`src/rtl/mcycle_defs_pkg.sv`:
```
// rtl/mcycle_defs_pkg.sv - shared encodings for the multi-cycle MIPS control FSM
//
// Purpose: state encodings, opcode/funct constants, ALU_operation codes,
//          ALU class codes and the per-state control strobe decode.
// Ports:   none (package).
package mcycle_defs;

  // State encodings
  localparam logic [4:0] ST_IF     = 5'd0;
  localparam logic [4:0] ST_ID     = 5'd1;
  localparam logic [4:0] ST_EX_R   = 5'd2;
  localparam logic [4:0] ST_WB_R   = 5'd3;
  localparam logic [4:0] ST_EX_MEM = 5'd4;
  localparam logic [4:0] ST_MEM_RD = 5'd5;
  localparam logic [4:0] ST_WB_LW  = 5'd6;
  localparam logic [4:0] ST_MEM_WR = 5'd7;
  localparam logic [4:0] ST_EX_BEQ = 5'd8;
  localparam logic [4:0] ST_EX_BNE = 5'd9;
  localparam logic [4:0] ST_EX_J   = 5'd10;
  localparam logic [4:0] ST_EX_JAL = 5'd11;
  localparam logic [4:0] ST_EX_JR  = 5'd12;
  localparam logic [4:0] ST_EX_I   = 5'd13;
  localparam logic [4:0] ST_WB_I   = 5'd14;
  localparam logic [4:0] ST_WB_LUI = 5'd15;

  typedef enum logic [4:0] {
    S_IF     = ST_IF,
    S_ID     = ST_ID,
    S_EX_R   = ST_EX_R,
    S_WB_R   = ST_WB_R,
    S_EX_MEM = ST_EX_MEM,
    S_MEM_RD = ST_MEM_RD,
    S_WB_LW  = ST_WB_LW,
    S_MEM_WR = ST_MEM_WR,
    S_EX_BEQ = ST_EX_BEQ,
    S_EX_BNE = ST_EX_BNE,
    S_EX_J   = ST_EX_J,
    S_EX_JAL = ST_EX_JAL,
    S_EX_JR  = ST_EX_JR,
    S_EX_I   = ST_EX_I,
    S_WB_I   = ST_WB_I,
    S_WB_LUI = ST_WB_LUI
  } state_t;

  // Opcodes (Inst[31:26])
  localparam logic [5:0] OP_RTYPE = 6'b000000;
  localparam logic [5:0] OP_J     = 6'b000010;
  localparam logic [5:0] OP_JAL   = 6'b000011;
  localparam logic [5:0] OP_BEQ   = 6'b000100;
  localparam logic [5:0] OP_BNE   = 6'b000101;
  localparam logic [5:0] OP_ADDI  = 6'b001000;
  localparam logic [5:0] OP_SLTI  = 6'b001010;
  localparam logic [5:0] OP_ANDI  = 6'b001100;
  localparam logic [5:0] OP_ORI   = 6'b001101;
  localparam logic [5:0] OP_LUI   = 6'b001111;
  localparam logic [5:0] OP_LW    = 6'b100011;
  localparam logic [5:0] OP_SW    = 6'b101011;

  // Funct codes (Inst[5:0])
  localparam logic [5:0] FN_SRL = 6'b000010;
  localparam logic [5:0] FN_JR  = 6'b001000;
  localparam logic [5:0] FN_ADD = 6'b100000;
  localparam logic [5:0] FN_SUB = 6'b100010;
  localparam logic [5:0] FN_AND = 6'b100100;
  localparam logic [5:0] FN_OR  = 6'b100101;
  localparam logic [5:0] FN_XOR = 6'b100110;
  localparam logic [5:0] FN_NOR = 6'b100111;
  localparam logic [5:0] FN_SLT = 6'b101010;

  // ALU_operation codes
  localparam logic [2:0] ALU_AND = 3'b000;
  localparam logic [2:0] ALU_OR  = 3'b001;
  localparam logic [2:0] ALU_ADD = 3'b010;
  localparam logic [2:0] ALU_XOR = 3'b011;
  localparam logic [2:0] ALU_NOR = 3'b100;
  localparam logic [2:0] ALU_SRL = 3'b101;
  localparam logic [2:0] ALU_SUB = 3'b110;
  localparam logic [2:0] ALU_SLT = 3'b111;

  // ALU classes handed to alu_dec
  localparam logic [1:0] AC_ADD   = 2'b00;
  localparam logic [1:0] AC_SUB   = 2'b01;
  localparam logic [1:0] AC_FUNCT = 2'b10;
  localparam logic [1:0] AC_IMM   = 2'b11;

  typedef struct packed {
    logic       mem_read;
    logic       mem_write;
    logic       iord;
    logic       ir_write;
    logic [1:0] reg_dst;
    logic       reg_write;
    logic [1:0] mem_to_reg;
    logic       alu_src_a;
    logic [1:0] alu_src_b;
    logic [1:0] pc_source;
    logic       pc_write;
    logic       pc_write_cond;
    logic       beq;
    logic       alu_en;     // state drives the ALU; otherwise ALU_operation reads 000
    logic [1:0] alu_class;
    logic       exc;
  } ctrl_t;

  // Moore decode of the strobes for one state. ovf only matters in the
  // write-back states, where a trapped overflow suppresses the write.
  function automatic ctrl_t ctrl_decode(input state_t s, input logic ovf);
    ctrl_t c;
    c = '0;
    case (s)
      S_IF: begin
        c.mem_read  = 1'b1;
        c.iord      = 1'b1;
        c.ir_write  = 1'b1;
        c.alu_src_a = 1'b1;
        c.alu_src_b = 2'b01;
        c.alu_en    = 1'b1;
        c.alu_class = AC_ADD;
        c.pc_write  = 1'b1;
      end
      S_ID: begin
        c.alu_src_a = 1'b1;
        c.alu_src_b = 2'b11;
        c.alu_en    = 1'b1;
        c.alu_class = AC_ADD;
      end
      S_EX_R: begin
        c.alu_en    = 1'b1;
        c.alu_class = AC_FUNCT;
      end
      S_WB_R: begin
        c.reg_dst   = 2'b01;
        c.reg_write = ~ovf;
        c.exc       = ovf;
      end
      S_EX_MEM: begin
        c.alu_src_b = 2'b10;
        c.alu_en    = 1'b1;
        c.alu_class = AC_ADD;
      end
      S_MEM_RD: c.mem_read = 1'b1;
      S_WB_LW: begin
        c.mem_to_reg = 2'b01;
        c.reg_write  = 1'b1;
      end
      S_MEM_WR: c.mem_write = 1'b1;
      S_EX_BEQ, S_EX_BNE: begin
        c.alu_en        = 1'b1;
        c.alu_class     = AC_SUB;
        c.pc_write_cond = 1'b1;
        c.pc_source     = 2'b01;
        c.beq           = (s == S_EX_BEQ);
      end
      S_EX_J: begin
        c.pc_write  = 1'b1;
        c.pc_source = 2'b10;
      end
      S_EX_JAL: begin
        c.reg_dst    = 2'b10;
        c.mem_to_reg = 2'b11;
        c.reg_write  = 1'b1;
        c.pc_write   = 1'b1;
        c.pc_source  = 2'b10;
      end
      S_EX_JR: begin
        c.pc_write  = 1'b1;
        c.pc_source = 2'b11;
      end
      S_EX_I: begin
        c.alu_src_b = 2'b10;
        c.alu_en    = 1'b1;
        c.alu_class = AC_IMM;
      end
      S_WB_I: begin
        c.reg_write = ~ovf;
        c.exc       = ovf;
      end
      S_WB_LUI: begin
        c.mem_to_reg = 2'b10;
        c.reg_write  = 1'b1;
      end
      default: c = '0;
    endcase
    return c;
  endfunction

endpackage

```
`src/rtl/mcycle_ctrl_alu_dec.sv`:
```
// rtl/mcycle_ctrl_alu_dec.sv - ALU class to ALU_operation decoder
//
// Purpose: combinational map of (ALU class, funct, opcode) to the 3-bit
//          ALU_operation code.
// Ports:   alu_class in 2 (add/sub/funct/imm-op), funct in 6, opcode in 6,
//          alu_op out 3.
module alu_dec
  import mcycle_defs::*;
(
  input  logic [1:0] alu_class,
  input  logic [5:0] funct,
  input  logic [5:0] opcode,
  output logic [2:0] alu_op
);

  always_comb begin
    alu_op = ALU_ADD;
    case (alu_class)
      AC_ADD: alu_op = ALU_ADD;
      AC_SUB: alu_op = ALU_SUB;
      AC_FUNCT: begin
        case (funct)
          FN_ADD:  alu_op = ALU_ADD;
          FN_SUB:  alu_op = ALU_SUB;
          FN_AND:  alu_op = ALU_AND;
          FN_OR:   alu_op = ALU_OR;
          FN_XOR:  alu_op = ALU_XOR;
          FN_NOR:  alu_op = ALU_NOR;
          FN_SLT:  alu_op = ALU_SLT;
          FN_SRL:  alu_op = ALU_SRL;
          default: alu_op = ALU_ADD;
        endcase
      end
      AC_IMM: begin
        case (opcode)
          OP_ADDI: alu_op = ALU_ADD;
          OP_SLTI: alu_op = ALU_SLT;
          OP_ANDI: alu_op = ALU_AND;
          OP_ORI:  alu_op = ALU_OR;
          default: alu_op = ALU_ADD;
        endcase
      end
      default: alu_op = ALU_ADD;
    endcase
  end

endmodule

```
`src/rtl/mcycle_ctrl.sv`:
```
// rtl/mcycle_ctrl.sv - multi-cycle MIPS control FSM
//
// Purpose: sequences the data path strobes of a multi-cycle MIPS CPU and
//          handshakes memory transfers on MIO_ready. All outputs are
//          registered Moore outputs: they are decoded from the next state and
//          captured on the same edge as the state, so they always match state.
// Optional: MCTRL_OVF_TRAP_EN - trap add/sub/addi overflow: suppress the
//          write-back and pulse exc for one cycle.
// Ports:   clk, reset (sync, active-high), Inst_in[31:0], MIO_ready, zero,
//          overflow; MemRead, MemWrite, CPU_MIO, IorD, IRWrite, RegDst[1:0],
//          RegWrite, MemtoReg[1:0], ALUSrcA, ALUSrcB[1:0], PCSource[1:0],
//          PCWrite, PCWriteCond, Beq, ALU_operation[2:0], state[4:0], exc.
module mcycle_ctrl
  import mcycle_defs::*;
#(
  parameter logic [4:0] RESET_STATE = 5'd0
) (
  input  logic        clk,
  input  logic        reset,
  input  logic [31:0] Inst_in,
  input  logic        MIO_ready,
  input  logic        zero,
  input  logic        overflow,
  output logic        MemRead,
  output logic        MemWrite,
  output logic        CPU_MIO,
  output logic        IorD,
  output logic        IRWrite,
  output logic [1:0]  RegDst,
  output logic        RegWrite,
  output logic [1:0]  MemtoReg,
  output logic        ALUSrcA,
  output logic [1:0]  ALUSrcB,
  output logic [1:0]  PCSource,
  output logic        PCWrite,
  output logic        PCWriteCond,
  output logic        Beq,
  output logic [2:0]  ALU_operation,
  output logic [4:0]  state,
  output logic        exc
);

  state_t     state_q, state_d, next_state;
  ctrl_t      ctrl_q, ctrl_d;
  logic [2:0] alu_op_q, alu_op_d, alu_op_raw;
  logic       ovf_d;
  logic [5:0] opcode, funct;

`ifdef MCTRL_OVF_TRAP_EN
  logic       ovf_q;
`endif

  assign opcode = Inst_in[31:26];
  assign funct  = Inst_in[5:0];

  always_comb begin
    next_state = state_q;
    case (state_q)
      S_IF:     next_state = MIO_ready ? S_ID : S_IF;
      S_ID: begin
        case (opcode)
          OP_RTYPE:                           next_state = (funct == FN_JR) ? S_EX_JR : S_EX_R;
          OP_LW, OP_SW:                       next_state = S_EX_MEM;
          OP_BEQ:                             next_state = S_EX_BEQ;
          OP_BNE:                             next_state = S_EX_BNE;
          OP_J:                               next_state = S_EX_J;
          OP_JAL:                             next_state = S_EX_JAL;
          OP_ADDI, OP_SLTI, OP_ANDI, OP_ORI:  next_state = S_EX_I;
          OP_LUI:                             next_state = S_WB_LUI;
          default:                            next_state = S_IF;
        endcase
      end
      S_EX_R:   next_state = S_WB_R;
      S_EX_MEM: next_state = (opcode == OP_LW) ? S_MEM_RD : S_MEM_WR;
      S_MEM_RD: next_state = MIO_ready ? S_WB_LW : S_MEM_RD;
      S_MEM_WR: next_state = MIO_ready ? S_IF : S_MEM_WR;
      S_EX_I:   next_state = S_WB_I;
      default:  next_state = S_IF;
    endcase

    // Overflow is only sampled on the EX cycle of a trapping op and lives
    // for exactly the following write-back cycle.
    ovf_d = 1'b0;
`ifdef MCTRL_OVF_TRAP_EN
    if (state_q == S_EX_R && (funct == FN_ADD || funct == FN_SUB))
      ovf_d = overflow;
    if (state_q == S_EX_I && opcode == OP_ADDI)
      ovf_d = overflow;
`endif

    // Decoding the reset target here lets the IF strobes appear on the
    // very cycle after reset, and drops any pending memory request at once.
    if (reset) begin
      state_d = state_t'(RESET_STATE);
      ovf_d   = 1'b0;
    end else begin
      state_d = next_state;
    end

    ctrl_d   = ctrl_decode(state_d, ovf_d);
    alu_op_d = ctrl_d.alu_en ? alu_op_raw : 3'b000;
  end

  alu_dec u_alu_dec (
    .alu_class (ctrl_d.alu_class),
    .funct     (funct),
    .opcode    (opcode),
    .alu_op    (alu_op_raw)
  );

  always_ff @(posedge clk) begin
    if (reset) begin
      state_q  <= state_t'(RESET_STATE);
      ctrl_q   <= ctrl_d;
      alu_op_q <= alu_op_d;
`ifdef MCTRL_OVF_TRAP_EN
      ovf_q    <= 1'b0;
`endif
    end else begin
      state_q  <= state_d;
      ctrl_q   <= ctrl_d;
      alu_op_q <= alu_op_d;
`ifdef MCTRL_OVF_TRAP_EN
      ovf_q    <= ovf_d;
`endif
    end
  end

  assign MemRead       = ctrl_q.mem_read;
  assign MemWrite      = ctrl_q.mem_write;
  assign CPU_MIO       = ctrl_q.mem_read | ctrl_q.mem_write;
  assign IorD          = ctrl_q.iord;
  assign IRWrite       = ctrl_q.ir_write;
  assign RegDst        = ctrl_q.reg_dst;
  assign RegWrite      = ctrl_q.reg_write;
  assign MemtoReg      = ctrl_q.mem_to_reg;
  assign ALUSrcA       = ctrl_q.alu_src_a;
  assign ALUSrcB       = ctrl_q.alu_src_b;
  assign PCSource      = ctrl_q.pc_source;
  assign PCWrite       = ctrl_q.pc_write;
  assign PCWriteCond   = ctrl_q.pc_write_cond;
  assign Beq           = ctrl_q.beq;
  assign ALU_operation = alu_op_q;
  assign state         = state_q;
`ifdef MCTRL_OVF_TRAP_EN
  assign exc           = ctrl_q.exc & ovf_q;
`else
  assign exc           = 1'b0;
`endif

  // zero is consumed by the data path via PCWriteCond/Beq; the middle
  // instruction fields are decoded there as well.
  logic unused_inputs;
`ifdef MCTRL_OVF_TRAP_EN
  assign unused_inputs = ^{zero, Inst_in[25:6], ctrl_q.alu_en, ctrl_q.alu_class};
`else
  assign unused_inputs = ^{zero, overflow, Inst_in[25:6], ctrl_q.alu_en,
                           ctrl_q.alu_class, ctrl_q.exc, ovf_d};
`endif

endmodule

```
`config.mk`:
```
export PLATFORM = sky130hd
export DESIGN_NAME = mcycle_ctrl
export DESIGN_NICKNAME = d
export VERILOG_FILES = /design/src/rtl/mcycle_defs_pkg.sv /design/src/rtl/mcycle_ctrl_alu_dec.sv /design/src/rtl/mcycle_ctrl.sv
export SDC_FILE = /design/constraint.sdc
export NUM_CORES = 1
export LEC_CHECK = 0
export ABC_AREA = 1
export BUFFER_PORTS_ARGS = -buffer_cell sky130_fd_sc_hd__buf_2
export CAP_MARGIN = 20
export CORE_MARGIN = 5
export CORE_UTILIZATION = 45
export DETAILED_ROUTE_END_ITERATION = 8
export GPL_TIMING_DRIVEN = 0
export HOLD_SLACK_MARGIN = 0.08
export MAX_ROUTING_LAYER = met4
export PLACE_DENSITY = 0.74
export SLEW_MARGIN = 20
export SYNTH_ARGS = -nofsm -noshare
export SYNTH_HDL_FRONTEND = slang
export SYNTH_SLANG_ARGS = --single-unit
```
`constraint.sdc`:
```
create_clock -name clk -period 1.8 [get_ports clk]
set_input_delay 0.09 -clock clk [delete_from_list [all_inputs] [get_ports clk]]
set_output_delay 0.09 -clock clk [all_outputs]
set_load 0.05 [all_outputs]
```
==> summary.md <==
| Metric | Value |
|---|---|
| Total Routed Length | 2800 um |
| Pwr dens | 666 nW/um^2 |
| Gate Count Post-Synth | 201 |
| Worst Hold Margin | 0.174 ns |
| Crit path DAT | 1.95 ns |
| TritonCTS Buffers | 3 |
| Core utilization of the finished layout | 60.2% |
| Number of optimization iterations in the first detailed-route pass | 4 |
| Initial cell density of the core | 47.3% |
| R2R Setup Slk | 0.06 ns |
| Number of levels the H-tree was split into | 1 |
| Final max-slew violation count | 0 |
| Critical path capture point type | flop |
| Number of fill cells in the layout | 275 |
| Total net switching power | 0.402 mW |
| Endpoint required time on the critical path | 2.02 ns |
| Total vias in the final route | 1331 |
| Number of flip-flops and latches in the synthesized netlist | 23 |
| Clock input transition at the sequential cells of the worst setup and hold paths | 0.11 ns |
| Kind of start point of the critical path | flop |
| Total I/O pin count | 64 |
| Clk sink count | 23 |
| Maximum clock frequency | 576 MHz |
| Tcrit/Tclk final | 96.4% |
| Core area | 2780 sq um |
| Clock latency of the later-clocked register in the worst-skew pair | 0.31 ns |
| Setup TNS | 0 ns |
| Detailed Route Iter0 Violations | 42 |
| Max-cap violation count | 0 |
| NumNets Final | 287 |
| Fraction of final layout cells sized beyond drive strength 1 | 35.7% |
| Switching fraction of total power | 36.0% |
| Reg power frac | 49.1% |
| Worst Setup Path Type | flop to flop |
| Area of the die | 4100 sq um |
| Number of warnings reported in the yosys synthesis log | 0 |
| Share of power burned in combinational logic | 30.9% |
| Top cells by area, synth | sky130_fd_sc_hd__dfxtp_1 (35%), sky130_fd_sc_hd__nand2_1 (15%), sky130_fd_sc_hd__inv_1 (8.0%), sky130_fd_sc_hd__nand3_1 (7.2%), sky130_fd_sc_hd__nor2_1 (6.6%) |
| Die boundary width | 64.1 um |
| Antenna diodes | 0 |
| Distinct cell type count of the synthesized netlist | 27 |
| Worst IR drop on VDD | 0.660 mV |
| Maximum net fanout on the critical path | 5 |
| Port Buffers | 39 |
| DRT antenna net count | 0 |
| Global routing usage summed across all routing layers | 13.8% |
| Detailed placement HPWL | 2160 um |
| Maximum number of pins on one net before global-route repair | 13 |
| DRC viols | 0 |
| RSZ-0062 raised after global routing | true |
| Standard cell area after detailed placement | 1560 sq um |
| Gr ovfl total | 0 |
| Seq. cell area | 470 sq um |
| Static leakage power | 0.943 nW |
| Dominant cell type by area after synthesis | sky130_fd_sc_hd__dfxtp_1 |
| Share of power burned in the clock network | 20.0% |
| Placement row count | 19 |
| Via density per instance | 4.75 |
| Netlist area before placement | 1320 sq um |
| Routed length per placed instance | 10.0 um |
| Post-layout instance area | 1680 sq um |
| Min Clock Period, post-route | 1.74 ns |
| Setup Viol. Count Final | 0 |
| Yosys top cell area share | 35.0% |
| Number of global-route vias before repair | 1173 |
| Combined area of the multi-input logic cells | 758 sq um |
| Chip Height | 64.1 um |
| Outcome | finished, final reports clean |
| Class of the most critical hold timing path | input port to flop |
| Internal | 0.714 mW |
| Endpoints failing hold | 0 |
| Clock tree from TritonCTS | yes |
| Clock Root Buffer | sky130_fd_sc_hd__clkbuf_4 |
| Sequential element share of the synthesized area | 35.0% |
| Number of antenna violations at the first check in global routing | 0 |
| Placer's final routability congestion estimate | 0.914 |
| Area growth from synthesis to layout | 27.4% |
| Average footprint of a synthesized cell | 6.54 sq um |
| First-pass GRT wire length | 4570 um |
| Skew final | 0.00689 ns |
| Maximum clock insertion buffer count | 2 |
==> placed cells by master, fill, tap and decap left out, drive strengths merged, types with 4 or more instances in the layout <==
cell | Yosys | layout
dfxtp | 23 | 23
inv | 34 | 33
nand2 | 60 | 60
nand4 | 4 | 4
o21ai | 7 | 7
a21oi | 4 | 4
clkbuf | 0 | 4
buf | 3 | 45
nand3 | 21 | 21
nor2 | 35 | 35
==> worst max-delay path, cell delays in order, from the launching register on <==
cell and delay (ns):
sky130_fd_sc_hd__dfxtp_4 0.38, sky130_fd_sc_hd__clkinvlp_4 0.15, sky130_fd_sc_hd__nor4_4 0.26, sky130_fd_sc_hd__nand2_1 0.15, sky130_fd_sc_hd__nand2_2 0.15, sky130_fd_sc_hd__nand2_4 0.09
sky130_fd_sc_hd__nor2_4 0.16, sky130_fd_sc_hd__nand2_2 0.09, sky130_fd_sc_hd__nand2_2 0.08, sky130_fd_sc_hd__nor2_2 0.03, sky130_fd_sc_hd__nor2_1 0.08, sky130_fd_sc_hd__nor2_1 0.04
==> cells by family after synthesis <==
group / count (synthesis) / synth area share (%)
AND/OR/NAND/NOR: 127 / 47.2
AO/OA/AOI/OAI: 13 / 6.09
other: 1 / 0.285
flip-flops: 23 / 35.0
buffers and inverters: 37 / 11.4
==> metrics by stage <==
| step | cells | setup WS [ns] | power, mW |
|---|---|---|---|
| global route | 280 | -0.115 | 1.18 |
| floorplan | 202 | 0.0570 | 0.812 |
| global placement | 272 | -0.0229 | 0.885 |
| CTS | 277 | 0.0517 | 1.11 |
| finish | 280 | 0.0649 | 1.12 |
| detailed placement | 272 | -0.00966 | 0.887 |
==> worst paths after layout <==
check | startpoint | end | depth (start not counted)
setup reg to reg | state[0]$_SDFF_PP0_ | ALU_operation[1]$_SDFF_PN0_ | 11
hold / removal | Inst_in[0] | ALU_operation[0]$_SDFF_PN0_ | 5
setup / recovery | state[0]$_SDFF_PP0_ | ALU_operation[1]$_SDFF_PN0_ | 11
hold reg to reg | state[2]$_SDFF_PP0_ | MemtoReg[1]$_DFF_P_ | 2
==> registers in the layout (all words and copies together) (netlist names) <==
signal / flops
MemRead: 1
PCWriteCond: 1
PCWrite: 1
state: 4
PCSource: 2
Beq: 1
MemWrite: 1
RegWrite: 1
IorD: 1
MemtoReg: 2
ALUSrcB: 2
ALUSrcA: 1
RegDst: 2
ALU_operation: 3
==> area by class of cell <==
type                       count  share of cell area [%]
multi-input combinational    142                    45.3
tap                           31                    2.32
sequential                    23                    28.1
inverter                      34                    7.84
timing repair buffer          43                    13.6
clock buffer                   4                    1.57
buffer                         3                    1.34
==> per-layer routing <==
layer  global-route usage (%)  up-vias  share of wire, %
met2                     23.6       30                50
met3                     2.80        5               5.8
li1                         -      714                 -
met4                     4.68        0               1.6
met5                        -        -                 0
met1                     15.8      582                43
==> power groups by stage <==
stage	clock, mW	sequential (mW)	combinational, mW
final	0.223	0.548	0.345
after global routing	0.252	0.553	0.373
after CTS	0.229	0.548	0.333
after detailed placement	0	0.559	0.328
after global placement	0	0.558	0.326
after floorplan	0	0.654	0.157
==> Yosys cell counts <==
library cell               instances
sky130_fd_sc_hd__nor2_4            3
sky130_fd_sc_hd__o211ai_1          1
sky130_fd_sc_hd__nor3_1            1
sky130_fd_sc_hd__nor4_2            1
sky130_fd_sc_hd__dfxtp_1          23
sky130_fd_sc_hd__nand2_4           2
sky130_fd_sc_hd__o21ai_1           1
sky130_fd_sc_hd__buf_4             3
sky130_fd_sc_hd__nand2_2           5
sky130_fd_sc_hd__nor4_1            1
sky130_fd_sc_hd__and2_1            1
sky130_fd_sc_hd__or2_2             1
sky130_fd_sc_hd__inv_2             6
sky130_fd_sc_hd__nor2_1           23
sky130_fd_sc_hd__nand2_1          53
sky130_fd_sc_hd__nand4_1           4
sky130_fd_sc_hd__nand3b_1          2
sky130_fd_sc_hd__nand3_2           2
sky130_fd_sc_hd__conb_1            1
sky130_fd_sc_hd__a21oi_1           3
sky130_fd_sc_hd__nand3_1          19
sky130_fd_sc_hd__o21ai_0           5
sky130_fd_sc_hd__a21oi_2           1
sky130_fd_sc_hd__nor2_2            9
sky130_fd_sc_hd__inv_1            28
sky130_fd_sc_hd__o21ai_2           1
sky130_fd_sc_hd__o211a_1           1
==> what timing repair did <==
item | in CTS | in global routing
setup buffers | 0 | 3
hold buffers | 1 | 0
resized for setup | 1 | 12
pin swaps | 0 | 7
setup endpoints to repair | 1 | 3
cloned | 0 | 0
hold endpoints to repair | 1 | 0
Note: power is estimated with default switching activity, not from simulation.
